$ cat src/rtl/serial_adder_pkg.sv
// serial_adder_pkg: FSM encoding, default operand width and counter sizing
package serial_adder_pkg;
    typedef logic [1:0] state_t;
    localparam logic [1:0] IDLE = 2'd0;
    localparam logic [1:0] RUN  = 2'd1;
    localparam logic [1:0] DONE = 2'd2;
    localparam int DEFAULT_WIDTH = 8;
    function automatic int cnt_width(input int w);
        return (w > 1) ? $clog2(w) : 1;
    endfunction
endpackage

$ cat src/rtl/fa_cell.sv
// fa_cell: combinational one-bit full adder
module fa_cell (
    input  logic a,
    input  logic b,
    input  logic c,
    output logic sum,
    output logic carry
);
    assign sum   = a ^ b ^ c;
    assign carry = (a & b) | (c & (a ^ b));
endmodule

$ cat src/rtl/serial_adder.sv
// serial_adder: bit-serial adder, one bit per cycle LSB first.
// Define SERIAL_ADDER_SUB_EN to add a sub port selecting a - b.
module serial_adder
    import serial_adder_pkg::*;
#(
    parameter int WIDTH = DEFAULT_WIDTH
) (
    input  logic             clk,
    input  logic             rst,
    input  logic             start,
`ifdef SERIAL_ADDER_SUB_EN
    input  logic             sub,
`endif
    input  logic [WIDTH-1:0] a,
    input  logic [WIDTH-1:0] b,
    input  logic             c,
    output logic             busy,
    output logic             done,
    output logic [WIDTH-1:0] sum,
    output logic             carry,
    output logic             overflow
);
    localparam int CW = cnt_width(WIDTH);
    state_t           state;
    logic [WIDTH-1:0] sa, sb, bin;
    logic [WIDTH:0]   sh;
    logic [CW-1:0]    cnt;
    logic             cr, s, co, cin, take, last;
`ifdef SERIAL_ADDER_SUB_EN
    assign bin = sub ? ~b : b;
    assign cin = sub | c;
`else
    assign bin = b;
    assign cin = c;
`endif
    fa_cell u_fa (.a(sa[0]), .b(sb[0]), .c(cr), .sum(s), .carry(co));
    // result bits enter at the top of the A register as its bits are consumed
    assign sh   = {s, sa};
    assign take = start && state != RUN;
    assign last = cnt == CW'(WIDTH - 1);
    assign busy = state == RUN;
    assign done = state == DONE;
    always_ff @(posedge clk or posedge rst) begin
        if (rst) begin
            state    <= IDLE;
            sa       <= '0;
            sb       <= '0;
            cr       <= 1'b0;
            cnt      <= '0;
            sum      <= '0;
            carry    <= 1'b0;
            overflow <= 1'b0;
        end else if (take) begin
            sa    <= a;
            sb    <= bin;
            cr    <= cin;
            cnt   <= '0;
            state <= RUN;
        end else if (state == RUN) begin
            sa  <= sh[WIDTH:1];
            sb  <= sb >> 1;
            cr  <= co;
            cnt <= cnt + CW'(1);
            if (last) begin
                state    <= DONE;
                sum      <= sh[WIDTH:1];
                carry    <= co;
                overflow <= cr ^ co;
            end
        end else begin
            state <= IDLE;
        end
    end
endmodule

$ cat config.mk
export PLATFORM = sky130hd
export DESIGN_NAME = serial_adder
export DESIGN_NICKNAME = d
export VERILOG_FILES = /design/src/rtl/serial_adder_pkg.sv /design/src/rtl/fa_cell.sv /design/src/rtl/serial_adder.sv
export SDC_FILE = /design/constraint.sdc
export NUM_CORES = 1
export LEC_CHECK = 0
export ABC_AREA = 1
export CORE_MARGIN = 4
export CORE_UTILIZATION = 45
export DETAILED_ROUTE_END_ITERATION = 8
export PLACE_DENSITY_LB_ADDON = 0.25
export RECOVER_POWER = 50
export SYNTH_ARGS = -nofsm -noshare
export SYNTH_HDL_FRONTEND = slang
export SYNTH_SLANG_ARGS = --single-unit
$ cat constraint.sdc
create_clock -name clk -period 1.2 [get_ports clk]
set_clock_uncertainty 0.15 [all_clocks]
set_input_delay 0.18 -clock clk [delete_from_list [all_inputs] [get_ports clk]]
set_output_delay 0.18 -clock clk [all_outputs]
set_load 0.03 [all_outputs]
# Word level (Yosys, flattened, before mapping)
# Cells that the tools add are included.
# totals
ff_bits	32
in_bits	20
out_inout_bits	12
# classes
n_addsub	1
eq_ne	5
n_mux	11
n_bitwise	7
reduce_logical	3
# ops
cell	n
$mux W8	4
$mux W2	3
$mux W3	2
$add A3 B1 Y3 const B	1
$eq A3 B3 Y1 const B	1
$ne A3 B1 Y1 const B	1
$reduce_and A3 Y1	1
$xor A1 B1 Y1	3
$and A1 B1 Y1	2
$eq A2 B1 Y1 const B	1
$eq A2 B2 Y1 const B	1
$mux W1	2
$ne A2 B1 Y1 const B	1
$reduce_bool A2 Y1	1
$logic_and A1 B1 Y1	1
$not A1 Y1	1
$or A1 B1 Y1	1

# Longest topological paths before layout
# depth
ltp_word	5
ltp_mapped	7
ltp_nobuf	6

# Cells and area by module
# A second synthesis with hierarchy kept.
# unflattened
hier_cells	168
hier_area_um2	1483.9
# by_module_without_submodules
module	instances	cells_each	area_per_inst_um2
serial_adder	1	167	1463.9
fa_cell	1	1	20.0

# Least setup slack after synthesis
# Ideal clock, no wire load.
# synth_timing
path_type	reg-to-reg
startpoint	reg cnt[0]
endpoint	reg carry
setup_ps	117
arrival_time_ps	1100
t_required_ps	933
setup_slack_ps	-167
stages_incl_launch_ff	8
path_buffers	1
period_less_slack_ps	1367
cell_sequence	dfrtp_1 -> ha_1 -> ha_1 -> inv_1 -> nor2_4 -> buf_6 -> nand2_1 -> nand2_1
# synth_via
elab_chain_len	2
# synth_rtl
item	line_no	source
from (decl)	serial_adder.sv:27	logic [CW-1:0] cnt;
from (signal assigned)	serial_adder.sv:63	cnt <= cnt + CW'(1);
$eq A3 B3 Y1	serial_adder.sv:40	assign last = cnt == CW'(WIDTH - 1);
$reduce_and A3 Y1 (no source line)	--	
to (signal assigned)	serial_adder.sv:67	carry <= co;
to (decl)	serial_adder.sv:20	output logic carry,
# No other way between the ends.
# A chain may end at the register's enable or synchronous reset.

# Final worst setup path
# layout_timing
startpoint	reg state[1]
endpoint	reg sum[7]
# layout_via
elab_chain_len	4
# layout_rtl
item	line_no	source
from (decl)	serial_adder.sv:24	state_t state;
from (signal assigned)	serial_adder.sv:45	state <= IDLE;
from (signal assigned)	serial_adder.sv:58	state <= RUN;
from (signal assigned)	serial_adder.sv:65	state <= DONE;
$ne A2 B1 Y1	serial_adder.sv:39	assign take = start && state != RUN;
$logic_and A1 B1 Y1	serial_adder.sv:39	
$not A1 Y1 (no source line)	--	
$reduce_and A3 Y1 (no source line) (*)	--	
to (signal assigned)	serial_adder.sv:66	sum <= sh[WIDTH:1];
to (decl)	serial_adder.sv:19	output logic [WIDTH-1:0] sum,
# Mark *: on every way between the ends. The rest lies on a longest branch, timed or not.

==> flow_summary.json <==
{
  "netlist.area_leader.share_pct": 54.3,
  "grt_max_degree": 33,
  "slew_headroom_pct": 46.7,
  "start_kind": "flop",
  "syn_nets": 191,
  "grt-ovfl-total": 0,
  "drv_cap": 0,
  "max_freq_ghz": 0.704,
  "critPathCaptureType": "flop",
  "rows": 20,
  "first_pass_iters": 4,
  "wl_mm": 4.27,
  "yosysTopAreaCell": "dfrtp_1",
  "path_cells": "inv_2 > buf_6 > nand2_8 > buf_6 > nor2_4 > nand2_1 > nand2_1",
  "hold_class": "primary input to async pin",
  "area_growth_pct": 63.8,
  "period_minus_slack_ns": 1.42,
  "tritoncts": "yes",
  "drt.antenna.violating_nets": 0,
  "fin_nets": 249,
  "ys_top_cells_by_area": "dfrtp_1 54%, nand3_1 17%, nand2_1 15%, buf_4 2.5%, buf_6 2.3%",
  "power_leakage_nw": 1.16,
  "grt_use_total_pct": 19.6,
  "synth_cells": 168,
  "worst_pin_slew_ns": 0.799,
  "hold-worst-slack_ns": 0.224,
  "syn-cell-area_um2": 1470,
  "numCtsBuffers": 5,
  "cts_root_buffer": "clkbuf_4",
  "grt_pass1_vias": 1423,
  "crit_slowest_cell": "dfrtp_1",
  "ios": 32,
  "place_congestion": 0.779,
  "core_um2": 3100,
  "finalHoldViolCount": 0,
  "cts.htree.levels": 2,
  "finalMaxSlewViolations": 0,
  "slowest_delay_ns": 0.43,
  "critical_path_class": "flop to flop",
  "path_clk_slew_ns": 0.11,
  "instances_no_fill": 271,
  "grt_first_pass_wirelength_mm": 6.38,
  "cp_max_fo": 6,
  "synth_commonest_cells": "60 x nand2_1, 49 x nand3_1, 32 x dfrtp_1",
  "synth-seq-cells": 32,
  "required_ns": 1.33,
  "setup_slack_ns": -0.220,
  "io_buffers": 31,
  "worst_ir_drop_vdd_mv": 1.11,
  "die_h_um": 65.2,
  "seq_area_frac_synth_pct": 54.3,
  "cts_hold_buf": 0,
  "status": "complete, but fails checks",
  "drc": 0,
  "yosys_warnings": 0,
  "cp_data_arrival_time_ns": 1.55,
  "yosysUniqueCellTypes": 14,
  "min_period_over_period_pct": 118,
  "setup_viol": 41,
  "vias": 1419,
  "initial_core_util_pct": 47.5,
  "avgViaCountPerCell": 5.24,
  "violations": "negative setup slack",
  "hpwl_mm": 2.28,
  "rsz0062_at_grt": "yes",
  "die_w_um": 65.2,
  "antenna_found_initial": 0,
  "dpl.cell_count": 243,
  "die_area_um2": 4250,
  "ctsLongestPathBuffers": 2,
  "p_per_area_nw_per_um2": 2480,
  "wl_per_cell_um": 15.7,
  "drtIter0Drc": 97,
  "avgSynthCellArea_um2": 8.77,
  "synth-edff-count": 0,
  "yosysMostFrequentCell": "nand2_1",
  "async_reset_ff_share_pct": 100,
  "layout-drive-gt1-share_pct": 44.1,
  "fin_util_pct": 77.8,
  "synth_ff_type": "dfrtp_1",
  "pre_cts_ws_ns": -0.194,
  "clock_latency_ns": 0.33,
  "antenna_cells": 0,
  "cts_num_sinks": 32
}
[worst max-delay path, delay by kind of cell (launching register included)]
family,cells,cell delay [ns]
and+or+nand+nor,4,0.41
DFF,1,0.43
buffers and inverters,3,0.37
[final timing paths]
check	startpoint	to	slack (ns)	cells after the start
setup / recovery	state[1]	sum[7]	-0.22	7
min in group clk	b[7]	sb[7]	0.26	3
hold / removal	rst	sum[2]	0.22	3
max in group asynchronous	rst	state[0]	0.13	3
hold reg to reg	sb[7]	sb[7]	0.34	2
setup reg to reg	state[1]	sum[7]	-0.22	7
[metal layers]
layer	global-route usage [%]	wire (um)
met2	33.0	2280
met4	7.77	38
met5	0	0
met1	24.3	1760
met3	4.62	188
[where the power goes]
group | internal, W | switching, W | total, W | leakage, nW
combinational | 0.00168 | 0.00171 | 0.00339 | 0.715
sequential | 0.00154 | 0.000411 | 0.00195 | 0.403
clock | 0.000279 | 0.000368 | 0.000646 | 0.0380
total | 0.00350 | 0.00249 | 0.00599 | 1.16
[layout by cell type, fill, tap and decap left out, drive strengths merged]
master,instances
buf,39
fa,1
nor2,6
clkbuf,7
dfrtp,32
nand3,49
nand2,62
clkinv,2
ha,2
inv,8
clkdlybuf4s50,19
[cells by family after synthesis]
| kind of cell | Yosys count | synth area share, % |
|---|---|---|
| simple gates | 116 | 35.4 |
| flops | 32 | 54.3 |
| buf+inv | 17 | 7.22 |
| fa+ha+maj | 3 | 3.06 |
[layout make-up]
cell class                 instances  area [um2]
multi-input combinational        120         835
sequential                        32         802
fill                             219         689
timing repair buffer              59         628
tap                               44        55.1
clock buffer                       6        51.3
inverter                           8        32.5
clock inverter                     2        10.0
[per-stage QoR]
stage | instance area [um2] | setup TNS, ns | total power (W)
floorplan | 1490 | -0.769 | 0.00332
global placement | 1840 | -3.72 | 0.00391
detailed placement | 1840 | -4.72 | 0.00403
CTS | 2170 | -4.20 | 0.00552
global route | 2410 | -7.17 | 0.00638
finish | 2410 | -4.69 | 0.00599
[state kept, by name, indices dropped and copies added (netlist names)]
signal    flops
sa            8
sb            8
sum           8
cnt           3
state         2
carry         1
cr            1
overflow      1
[what timing repair did]
item / CTS / global route
setup endpoints to repair: 38 / 44
cloned: 4 / 1
gates resized for setup: 21 / 52
pin swaps: 11 / 20
buffers inserted: 11 / 5
Note: power is estimated with default switching activity, not from simulation.
